## src/rtl/cpu_run_ctrl.sv

```systemverilog
`default_nettype none
// ============================================================================
// Module      : cpu_run_ctrl
// Description : Run-control sequencer for the CPU core. Gates the core
//               clock-enable to RUN, single-STEP or STOP the core, writes
//               instruction memory while the core is stopped, stops on HALT,
//               PC breakpoint or user STOP, and keeps saturating cycle and
//               instruction counters.
// Ports       : clk/rst_n                   clock, async active-low reset
//               cmd_valid/cmd_ready/cmd_op  host command handshake
//               cmd_addr/cmd_data           LOAD address/data
//               cmd_err                     illegal-command pulse
//               cpu_en                      core clock-enable
//               cpu_halt/cpu_fetch/cpu_pc   core status inputs
//               bp_en/bp_addr               PC breakpoint
//               imem_we/imem_waddr/wdata    IMEM write port
//               state/stop_cause            sequencer status
//               cycle_cnt/instr_cnt         saturating counters
// Revision    : 1.0 - initial release
// ============================================================================
module cpu_run_ctrl #(
    parameter int ADDR_W      = 8,
    parameter int DATA_W      = 8,
    parameter int CYC_W       = 16,
    parameter int STEP_CYCLES = 2
) (
    input  logic              clk,
    input  logic              rst_n,
    input  logic              cmd_valid,
    output logic              cmd_ready,
    input  logic [1:0]        cmd_op,
    input  logic [ADDR_W-1:0] cmd_addr,
    input  logic [DATA_W-1:0] cmd_data,
    output logic              cmd_err,
    output logic              cpu_en,
    input  logic              cpu_halt,
    input  logic              cpu_fetch,
    input  logic [ADDR_W-1:0] cpu_pc,
    input  logic              bp_en,
    input  logic [ADDR_W-1:0] bp_addr,
    output logic              imem_we,
    output logic [ADDR_W-1:0] imem_waddr,
    output logic [DATA_W-1:0] imem_wdata,
    output logic [1:0]        state,
    output logic [1:0]        stop_cause,
    output logic [CYC_W-1:0]  cycle_cnt,
    output logic [CYC_W-1:0]  instr_cnt
);

    typedef enum logic [1:0] {
        ST_IDLE  = 2'b00,
        ST_RUN   = 2'b01,
        ST_STEP  = 2'b10,
        ST_WRITE = 2'b11
    } state_t;

    localparam logic [1:0] c_OP_RUN  = 2'b00;
    localparam logic [1:0] c_OP_STEP = 2'b01;
    localparam logic [1:0] c_OP_STOP = 2'b10;
    localparam logic [1:0] c_OP_LOAD = 2'b11;

    localparam logic [1:0] c_CAUSE_NONE = 2'b00;
    localparam logic [1:0] c_CAUSE_USER = 2'b01;
    localparam logic [1:0] c_CAUSE_HALT = 2'b10;
    localparam logic [1:0] c_CAUSE_BP   = 2'b11;

    localparam int                  c_STEP_W    = $clog2(STEP_CYCLES + 1);
    localparam logic [c_STEP_W-1:0] c_STEP_LAST = c_STEP_W'(STEP_CYCLES - 1);

    state_t              r_state;
    logic                r_skip_bp;
    logic                r_cmd_err;
    logic                r_imem_we;
    logic [ADDR_W-1:0]   r_waddr;
    logic [DATA_W-1:0]   r_wdata;
    logic [1:0]          r_cause;
    logic [CYC_W-1:0]    r_cycle_cnt;
    logic [CYC_W-1:0]    r_instr_cnt;
    logic [c_STEP_W-1:0] r_step_cnt;

    logic w_cmd_ready;
    logic w_accept;
    logic w_bp_hit;
    logic w_cpu_en;

    assign w_cmd_ready = (r_state == ST_IDLE) || (r_state == ST_RUN);
    assign w_accept    = cmd_valid & w_cmd_ready;

    // skip_bp masks the breakpoint for the first enabled cycle after a
    // resume so the core can execute the instruction it stopped on.
    assign w_bp_hit = bp_en & cpu_fetch & (cpu_pc == bp_addr) & ~r_skip_bp;

    // Combinational so a HALT or breakpoint freezes the core in the very
    // cycle it is observed rather than one cycle late.
    assign w_cpu_en = ((r_state == ST_RUN)  & ~cpu_halt & ~w_bp_hit) |
                      ((r_state == ST_STEP) & ~cpu_halt);

    always_ff @(posedge clk or negedge rst_n) begin
        if (!rst_n) begin
            r_state     <= ST_IDLE;
            r_skip_bp   <= 1'b0;
            r_cmd_err   <= 1'b0;
            r_imem_we   <= 1'b0;
            r_waddr     <= '0;
            r_wdata     <= '0;
            r_cause     <= c_CAUSE_NONE;
            r_cycle_cnt <= '0;
            r_instr_cnt <= '0;
            r_step_cnt  <= '0;
        end else begin
            r_cmd_err <= 1'b0;
            r_imem_we <= 1'b0;

            if (w_cpu_en) begin
                r_skip_bp <= 1'b0;
                if (r_cycle_cnt != '1) begin
                    r_cycle_cnt <= r_cycle_cnt + CYC_W'(1);
                end
                if (cpu_fetch && (r_instr_cnt != '1)) begin
                    r_instr_cnt <= r_instr_cnt + CYC_W'(1);
                end
            end

            case (r_state)
                ST_IDLE: begin
                    if (w_accept) begin
                        case (cmd_op)
                            c_OP_RUN, c_OP_STEP: begin
                                if (cpu_halt) begin
                                    r_cause <= c_CAUSE_HALT;
                                end else begin
                                    r_state    <= (cmd_op == c_OP_RUN) ? ST_RUN : ST_STEP;
                                    r_skip_bp  <= 1'b1;
                                    r_step_cnt <= '0;
                                end
                            end
                            c_OP_LOAD: begin
                                r_state     <= ST_WRITE;
                                r_imem_we   <= 1'b1;
                                r_waddr     <= cmd_addr;
                                r_wdata     <= cmd_data;
                                r_cycle_cnt <= '0;
                                r_instr_cnt <= '0;
                            end
                            default: ;
                        endcase
                    end
                end
                ST_RUN: begin
                    if (w_accept && (cmd_op != c_OP_STOP)) begin
                        r_cmd_err <= 1'b1;
                    end
                    if (cpu_halt) begin
                        r_state <= ST_IDLE;
                        r_cause <= c_CAUSE_HALT;
                    end else if (w_bp_hit) begin
                        r_state <= ST_IDLE;
                        r_cause <= c_CAUSE_BP;
                    end else if (w_accept && (cmd_op == c_OP_STOP)) begin
                        r_state <= ST_IDLE;
                        r_cause <= c_CAUSE_USER;
                    end
                end
                ST_STEP: begin
                    if (cpu_halt) begin
                        r_state <= ST_IDLE;
                        r_cause <= c_CAUSE_HALT;
                    end else if (w_cpu_en) begin
                        if (r_step_cnt == c_STEP_LAST) begin
                            r_state <= ST_IDLE;
                            r_cause <= c_CAUSE_NONE;
                        end else begin
                            r_step_cnt <= r_step_cnt + c_STEP_W'(1);
                        end
                    end
                end
                default: begin
                    // WRITE lasts exactly one cycle; the strobe was set on entry.
                    r_state <= ST_IDLE;
                end
            endcase
        end
    end

    assign cmd_ready  = w_cmd_ready;
    assign cmd_err    = r_cmd_err;
    assign cpu_en     = w_cpu_en;
    assign imem_we    = r_imem_we;
    assign imem_waddr = r_waddr;
    assign imem_wdata = r_wdata;
    assign state      = r_state;
    assign stop_cause = r_cause;
    assign cycle_cnt  = r_cycle_cnt;
    assign instr_cnt  = r_instr_cnt;

endmodule
`default_nettype wire

```

## config.mk

```make
export PLATFORM = sky130hd
export DESIGN_NAME = cpu_run_ctrl
export DESIGN_NICKNAME = d
export VERILOG_FILES = /design/src/rtl/cpu_run_ctrl.sv
export SDC_FILE = /design/constraint.sdc
export NUM_CORES = 1
export LEC_CHECK = 0
export ABC_AREA = 1
export BUFFER_PORTS_ARGS = -buffer_cell sky130_fd_sc_hd__buf_4
export CAP_MARGIN = 25
export CORE_AREA = 3 3 97 99
export DETAILED_ROUTE_END_ITERATION = 8
export DIE_AREA = 0 0 100 102
export GPL_TIMING_DRIVEN = 0
export PLACE_DENSITY = 0.78
export SLEW_MARGIN = 20
export SYNTH_ARGS = -nofsm -noshare
export SYNTH_HDL_FRONTEND = slang
export SYNTH_SLANG_ARGS = --single-unit
```

## constraint.sdc

```tcl
create_clock -name clk -period 1.7 [get_ports clk]
set_input_delay 0.34 -clock clk [delete_from_list [all_inputs] [get_ports clk]]
set_output_delay 0.34 -clock clk [all_outputs]
set_load 0.05 [all_outputs]
```

==> results of run 1 <==
Yosys cell counts, drive strengths merged (2+ instances only):
cell type / instances
nand2: 187
nor2: 62
dfrtp: 57
inv: 46
nand3: 29
a21oi: 26
o21ai: 22
nor3: 12
ha: 11
xor2: 11
xnor2: 10
buf: 9
nand4: 7
clkbuf: 4
or2: 3
nor3b: 2
timing repair:
item / 4_1_cts / 5_1_grt
setup endpoints to repair: 49 / 47
gates cloned: 0 / 1
pin swaps: 3 / 27
setup buffers: 16 / 16
gates resized for setup: 24 / 64
power groups by stage:
stage                     Clock, mW  Combinational [mW]  Sequential [mW]
after floorplan                   0                2.24             4.57
after CTS                      1.35                6.30             2.73
after detailed placement          0                5.78             2.77
after global routing           1.41                7.26             2.86
final                          1.32                6.78             2.77
after global placement            0                5.66             2.76
worst paths after layout:
path,endpoint,cells past startpoint
worst max register to register,state[1],13
worst min-delay path,cycle_cnt[10],1
max in group asynchronous,instr_cnt[4],1
worst max-delay path,cpu_en,6
worst min register to register,imem_waddr[6],2
min in group clk,imem_wdata[0],3
cells by family (layout without fill, tap and decap cells):
| family | after synthesis | count (layout) | synth area share |
|---|---|---|---|
| and+or+nand+nor | 304 | 304 | 0.364 |
| buffers and inverters | 60 | 204 | 0.0712 |
| DFF | 57 | 57 | 0.396 |
| AOI/OAI and AO/OA | 51 | 51 | 0.0796 |
| xor gates and xnor gates | 21 | 21 | 0.0511 |
| adders and majority gates | 11 | 11 | 0.0382 |
metal layers:
layer,part of all wire,vias up,track usage
met5,0,-,0
met4,0.027,0,0.0912
met3,0.054,30,0.0334
met2,0.52,148,0.359
met1,0.39,1758,0.245
li1,-,1870,-
cell type report:
type                            instances  area (µm²)  area share
Tap cell                              108         135      0.0255
Inverter                               47         189      0.0357
Buffer                                 13         136      0.0258
Sequential cell                        57        1460       0.275
Clock buffer                           12         155      0.0293
Multi-Input combinational cell        387        2160       0.408
Timing Repair Buffer                  128        1010       0.191
Clock inverter                          4        51.3     0.00969
flip-flops by register name, summed over array words and instances (netlist names):
name,flops
r_skip_bp,1
imem_we,1
state,2
stop_cause,2
cycle_cnt,16
imem_waddr,8
r_step_cnt,2
cmd_err,1
imem_wdata,8
instr_cnt,16
stage by stage:
step / area [µm²] / utilization
3_5_place_dp: 4560 / 0.528
2_1_floorplan: 3710 / -
3_3_place_gp: 4560 / 0.528
6_report: 5290 / 0.613
4_1_cts: 4980 / 0.577
5_1_grt: 5290 / 0.613
worst max-delay path: stages, from the launching register on:
cell and delay (ps):
dfrtp_2 420, buf_4 150, ha_4 180, nand2_4 90
nand2_4 70, buf_12 130, buf_12 140
==> out/qor.yml, run 1 <==
die:
  core-area_um2: 8640
  die_w_um: 100
  die_y_um: 102
  rows: 34
  initial_core_util: 0.417
  dieArea_um2: 10200
  ios: 96
final_layout:
  fin_nets: 694
  layout_common_cells: "nand2_1, buf_4, nor2_1"
  antenna_cells: 0
  area_growth_pct: 47.0
  drive_above_1_share: 0.387
  layout_commonest_cell: "nand2_1"
  layoutNonFillerInstCount: 756
  n_fill_cell: 728
drt:
  drtIter0Drc: 255
  wirelength_um: 10900
  wl_per_cell_um: 14.5
  drtPass1Iterations: 5
  viasPerCell: 5.03
  ant_nets: 0
  drcViolationCount: 0
  via_count: 3806
logic_synthesis:
  synth_cells: 504
  synthTopCellsByArea: "dfrtp_1, nand2_1, nor2_1"
  syn_nets: 555
  synth.top_cell.area_share: 0.396
  ys_ff_latch: 57
  yosysUniqueCellTypes: 36
  avgSynthCellArea_um2: 7.14
  synth_area_um2: 3600
  yosys.area.top_type: "dfrtp_1"
  synth_flop_cell: "dfrtp_1"
  yosysWarnings: 0
  synth_edf_count: 0
  synthArstFlopShare: 1.00
  yosysSeqAreaShare: 0.396
timing:
  tns_ps: -581
  whs_ps: 61.9
  layout_min_cycle_time_ps: 1860
  worst_slack_ps: -156
  setup_violations: 7
  fin_crit_sh: 1.09
  rsz0062_at_grt: "true"
  fmax_ghz: 0.539
  max-slew-margin-rel: 0.509
  slew_viol_final: 0
  finalHoldViolations: 0
  tightest_slew_ps: 737
  clock_skew_ps: 4.40
place:
  dp_hpwl_um: 7240
  gp_congestion: 0.887
  portBuffers: 95
  placed_cells: 707
  pre_cts_ws_ps: -291
clocking:
  clockRootBuffer: "clkbuf_8"
  cts_hold_buffers: 0
  cts_max_level: 3
  clk_latency_ps: 340
  clk_pin_slew_worst_paths_ps: 70
  cts_tree: "built"
  clockBufferDepth: 2
  cts_sinks: 57
  numCtsBuffers: 9
job:
  max_cap_viol_count: 0
power:
  seqPwrFrac: 0.255
  ir_drop_uv: 1390
  power_mw: 10.9
  swShare: 0.520
  p_sw_mw: 5.65
  power_density_nw_per_um2: 2050
  leakage_nw: 2.64
  p_comb_frac: 0.623
  internal_power_mw: 5.22
  clockPowerShare: 0.122
worst_setup_path:
  r2r-start: "state[1]"
  cp.required_ps: 1360
  worstSetupEndpointType: "primary output"
  critical_path_class: "reg -> out"
  cp-startpoint: "state[1]"
  start_kind: "register"
  cp.arrival_ps: 1520
  critPathMaxFanout: 4
  rrSetupSlack_ps: -120
grt:
  antenna_found_initial: 0
  overflow: 0
  grt_pass1_vias: 3593
  track_usage: 0.204
  grt_pass1_wl_um: 16600
  grt_max_degree: 58
min_path:
  hp-class: "in -> async"
status:
  status: "finished with violations"
  violations: "negative setup slack"
Note: power is estimated with default switching activity, not from simulation.
==> run 2: changes to the inputs <==
Settings changed: CORE_AREA 3 3 97 99 to 8 8 99 101, DIE_AREA 0 0 100 102 to 0 0 107 109, PLACE_DENSITY 0.78 to 0.82.
==> out/qor.yml, run 2 (synthesis results as in run 1) <==
status:
  status: "finished with violations"
  violations: "negative setup slack"
worst_setup_path:
  cp.arrival_ps: 1570  # +50 ps
  crit_slowest_cell: "dfrtp_2"
  path_delay_family: "flip-flops"
  worst-path-buf-inv: 3  # unchanged
  r2r_end: "r_step_cnt[0]"
  worstSetupEndpointType: "primary output"
  reg2reg_depth: 9  # -4
  critical_path_class: "reg -> out"
  cp_cell_sequence: "inv_2 > ha_2 > nand2_2 > nand2_4 > buf_12 > buf_12"
  cp.required_ps: 1360  # about the same
  cp_slowest_stage_delay_ps: 450  # +30 ps
  start_kind: "register"
  rrSetupSlack_ps: -90  # +30 ps
  r2r-start: "state[0]"
  critPathMaxFanout: 4  # unchanged
  cp_common_cell: "buf_12"
drt:
  wl_per_cell_um: 15.9  # +10%
  wirelength_um: 12100  # +11%
  via_count: 4036  # +6.0%
  drtIter0Drc: 231  # -9.4%
  drtPass1Iterations: 5  # unchanged
  viasPerCell: 5.30  # +5.2%
  ant_nets: 0  # unchanged
  drcViolationCount: 0  # unchanged
final_layout:
  fin_util: 0.642  # +0.0287
  drive_above_1_share: 0.402  # +0.0148
  area_growth_pct: 49.3
  fin_nets: 700  # +0.86%
  layoutNonFillerInstCount: 762  # +0.79%
  layout_commonest_cell: "nand2_1"
  antenna_cells: 0  # unchanged
  layout_common_cells: "nand2_1, buf_4, nor2_1"
timing:
  finalHoldViolations: 0  # unchanged
  clock_skew_ps: 14.7  # +10.3 ps
  setup_violations: 14  # +7
  whs_ps: 48.9  # -13.1 ps
  fin_crit_sh: 1.12  # +0.0296
  slew_viol_final: 0  # unchanged
  rsz0062_at_grt: "true"
  tns_ps: -683  # -102 ps
  worst_slack_ps: -206  # -50.3 ps
  fmax_ghz: 0.525  # -2.6%
  layout_min_cycle_time_ps: 1910  # +50.3 ps
  max-slew-margin-rel: 0.509  # about the same
  tightest_slew_ps: 737  # -0.300 ps
place:
  dp_hpwl_um: 7600  # +5.0%
  placed_cells: 707  # unchanged
  gp_congestion: 0.937  # +5.7%
  portBuffers: 95  # unchanged
die:
  initial_core_util: 0.430  # +0.0127
  ios: 96  # unchanged
  die_y_um: 109  # +6.9%
  core-area_um2: 8380  # -3.0%
  die_w_um: 107  # +7.0%
  rows: 34  # unchanged
  dieArea_um2: 11700  # +14%
grt:
  track_usage: 0.190  # -0.0140
  grt_pass1_wl_um: 17900  # +7.6%
  antenna_found_initial: 0  # unchanged
  grt_max_degree: 58  # unchanged
  overflow: 0  # unchanged
  grt_pass1_vias: 3815  # +6.2%
clocking:
  clockBufferDepth: 2  # unchanged
  cts_max_level: 3  # unchanged
  cts_hold_buffers: 0  # unchanged
  clockRootBuffer: "clkbuf_8"
  cts_tree: "built"
  clk_pin_slew_worst_paths_ps: 70  # about the same
  cts_sinks: 57  # unchanged
  clk_latency_ps: 350  # about the same
  numCtsBuffers: 9  # unchanged
power:
  power_density_nw_per_um2: 2100  # +2.3%
  ir_drop_uv: 1200  # -14%
  leakage_nw: 2.66  # +1.0%
  power_mw: 11.3  # +3.9%
job:
  max_cap_viol_count: 0  # unchanged
min_path:
  hp-class: "in -> async"
-- run 2: changes by cell type in the layout (fill, tap and decap cells not counted), moves of 2 or more --
cell | before | now
buf_4 | 120 | 129
a21oi_1 | 17 | 12
a21oi_2 | 9 | 14
o21ai_1 | 16 | 11
nand3_2 | 7 | 3
o21ai_0 | 3 | 6
buf_8 | 3 | 1
nand3_1 | 20 | 22
nand3_4 | 2 | 4
-- run 2: metal layers --
layer  track usage  vias to the layer above  share of wire
li1              -                     1884              -
met2         0.345                      185           0.54
met5             0                        -              0
met3        0.0378                       34          0.064
met4        0.0704                        0          0.021
met1         0.216                     1933           0.37
-- run 2: stage by stage --
stage	setup WS (ps)	instance area, µm²
6_report	-206	5380
5_1_grt	-264	5380
4_1_cts	-201	4980
2_1_floorplan	-24.6	3710
3_5_place_dp	-309	4560
3_3_place_gp	-250	4560
-- run 2: how the worst max path moves through the flow --
stage / startpoint / end / slack (ps) / cells after the start
finish: state[0] / cpu_en / -210 / 6
floorplan: cycle_cnt[0] / cycle_cnt[3] / -20 / 8
global route: r_skip_bp / cpu_en / -260 / 8
detailed placement: state[0] / instr_cnt[6] / -310 / 7
CTS: r_skip_bp / cpu_en / -200 / 8
global placement: state[0] / instr_cnt[6] / -250 / 7
-- run 2: worst reg2reg max path, cell delays in order, from the launching register on --
cell	delay [ps]
dfrtp_2	450
inv_2	120
ha_2	230
nand2_2	100
nor2_1	180
inv_1	110
o21ai_0	90
and3_1	190
nand3_1	90
o21ai_0	160
-- run 2: repair_timing --
| item | in CTS | in global routing |
|---|---|---|
| resized for setup | 24 | 64 |
| cloned | 0 | 2 |
| setup buffers | 14 | 24 |
| endpoints found under the hold margin | 0 | 0 |
| endpoints found under the setup margin | 52 | 43 |
| pin swaps | 16 | 31 |
-- run 2: layout make-up --
class / instances / area [µm²]
Buffer: 13 / 129
Clock buffer: 11 / 151
Clock inverter: 5 / 77.6
Fill cell: 653 / 3000
Inverter: 47 / 189
Multi-Input combinational cell: 387 / 2200
Sequential cell: 57 / 1460
Tap cell: 108 / 135
Timing Repair Buffer: 134 / 1040
-- run 2: report_power, final --
| group | switching (mW) | internal (mW) | leakage (nW) |
|---|---|---|---|
| clock | 0.589 | 0.900 | 0.115 |
| sequential | 0.783 | 2.01 | 0.679 |
| combinational | 4.47 | 2.54 | 1.87 |
==> run 3: changes to the inputs <==
Settings changed: GPL_TIMING_DRIVEN 0 to 1.
==> out/qor.yml, run 3 (synthesis results as in run 1) <==
die:
  ios: 96  # unchanged
  rows: 34  # unchanged
  die_y_um: 109  # unchanged
  die_w_um: 107  # unchanged
  initial_core_util: 0.430  # unchanged
  core-area_um2: 8380  # unchanged
  dieArea_um2: 11700  # unchanged
worst_setup_path:
  rrSetupSlack_ps: 10  # +100 ps
  cp-startpoint: "state[1]"
  reg2reg_depth: 8  # -1
  start_kind: "register"
  critPathMaxFanout: 3  # -1
  cp.arrival_ps: 1420  # -150 ps
  r2r-start: "state[1]"
  cp-endpoint: "cpu_en"
  worstSetupEndpointType: "primary output"
  cp.required_ps: 1360  # about the same
  r2r_end: "instr_cnt[13]"
  critical_path_class: "reg -> out"
timing:
  tns_ps: -60.8  # +622 ps
  fmax_ghz: 0.568  # +8.2%
  max-slew-margin-rel: 0.712  # +0.203
  clock_skew_ps: 9.27  # -5.46 ps
  layout_min_cycle_time_ps: 1760  # -145 ps
  slew_viol_final: 0  # unchanged
  setup_violations: 1  # -13
  fin_crit_sh: 1.04  # -0.0854
  finalHoldViolations: 0  # unchanged
  tightest_slew_ps: 432  # -305 ps
  worst_slack_ps: -60.8  # +145 ps
  rsz0062_at_grt: "true"
place:
  pre_cts_ws_ps: -49.4  # +259 ps
  gp_congestion: 0.926  # -1.1%
  dp_hpwl_um: 7810  # +2.8%
  placed_cells: 730  # +3.3%
  place_area_um2: 4770  # +4.7%
  portBuffers: 95  # unchanged
clocking:
  cts_max_level: 3  # unchanged
  clk_latency_ps: 350  # about the same
  clk_pin_slew_worst_paths_ps: 70  # about the same
  cts_tree: "built"
  clockRootBuffer: "clkbuf_8"
  numCtsBuffers: 9  # unchanged
  clockBufferDepth: 2  # unchanged
  cts_sinks: 57  # unchanged
power:
  p_comb_frac: 0.644  # +0.023
  p_sw_mw: 5.61  # -4.0%
  clockPowerShare: 0.112  # -0.020
  leakage_nw: 2.68  # +0.65%
  seqPwrFrac: 0.244  # -0.004
  internal_power_mw: 5.13  # -5.9%
  swShare: 0.522  # +0.00516
  ir_drop_uv: 1000  # -17%
  power_mw: 10.7  # -4.9%
  power_density_nw_per_um2: 2020  # -3.6%
job:
  max_cap_viol_count: 0  # unchanged
final_layout:
  fin_area_um2: 5310  # -1.3%
  drive_above_1_share: 0.375  # -0.0268
  layout_common_cells: "nand2_1, buf_4, nor2_1"
  fin_nets: 705  # +0.71%
  layout_commonest_cell: "nand2_1"
  antenna_cells: 0  # unchanged
  area_growth_pct: 47.3
  layoutNonFillerInstCount: 766  # +0.52%
status:
  violations: "negative setup slack"
  status: "finished with violations"
grt:
  grt_pass1_wl_um: 17500  # -2.2%
  antenna_found_initial: 0  # unchanged
  grt_max_degree: 32  # -45%
  overflow: 0  # unchanged
  grt_pass1_vias: 3828  # +0.34%
  track_usage: 0.185  # -0.00429
drt:
  drcViolationCount: 0  # unchanged
  ant_nets: 0  # unchanged
  wl_per_cell_um: 14.7  # -7.8%
  wirelength_um: 11200  # -7.3%
  drtIter0Drc: 242  # +4.8%
  via_count: 3962  # -1.8%
  drtPass1Iterations: 5  # unchanged
  viasPerCell: 5.17  # -2.3%
min_path:
  hp-class: "in -> reg"
-- run 3: cell types whose count changed in the layout (fill, tap and decap cells not counted), moves of 3 or more --
cell     delta
o21ai_1     +4
buf_4      +11
inv_1       +3
inv_2       -4
nand3_4     -3
a21oi_1     +5
buf_6       -8
a21oi_2     -5
nand3_1     +4
buf_12      +3
-- run 3: area by class of cell --
| class | count | area, µm² |
|---|---|---|
| fillers | 682 | 3080 |
| multi-input cells | 387 | 2100 |
| flip-flops and latches | 57 | 1460 |
| repair buffers | 152 | 1250 |
| inverters | 47 | 191 |
| clock buffers | 13 | 169 |
| well taps | 108 | 135 |
| clock inverters | 2 | 12.5 |
-- run 3: power by group through the flow --
| stage | logic [mW] | clock network [mW] | registers (mW) |
|---|---|---|---|
| floorplan | 2.24 | 0 | 4.57 |
| global placement | 6.09 | 0 | 2.60 |
| detailed placement | 6.24 | 0 | 2.61 |
| CTS | 6.53 | 1.22 | 2.61 |
| global route | 7.40 | 1.28 | 2.69 |
| finish | 6.91 | 1.20 | 2.62 |
-- run 3: worst min-delay path by stage --
stage               slack, ps         from            end  cells after the start
floorplan                  40        rst_n        cmd_err                      0
global placement          310        rst_n  instr_cnt[10]                      1
detailed placement        310        rst_n  instr_cnt[10]                      1
CTS                       190  cmd_addr[5]  imem_waddr[5]                      3
global route              190  cmd_addr[5]  imem_waddr[5]                      3
finish                    190  cmd_addr[1]  imem_waddr[1]                      3
-- run 3: timing repair --
| item | in CTS | in global routing |
|---|---|---|
| setup endpoints to repair | 10 | 31 |
| hold buffers | 1 | 0 |
| pin swaps | 3 | 21 |
| resized for setup | 17 | 30 |
| hold endpoints to repair | 28 | 0 |
| buffers inserted | 8 | 12 |
| gates cloned | 0 | 1 |
-- run 3: per-layer routing --
metal	vias to the layer above	GRT usage	part of all wire
li1	1894	-	-
met1	1871	0.203	0.39
met2	169	0.341	0.53
met3	28	0.0437	0.067
met4	0	0.0683	0.020
met5	-	0	0
-- run 3: critical path: stages (launching register included) --
cell	delay [ps]
dfrtp_2	420
inv_4	70
ha_4	140
inv_4	50
nor2_4	80
nand2_2	80
nand2_4	70
buf_8	150
-- run 3: stage by stage --
step	hold WS [ps]	util
after global routing	185	0.633
final	187	0.633
after detailed placement	312	0.570
after CTS	186	0.607
after floorplan	44.4	-
after global placement	307	0.570
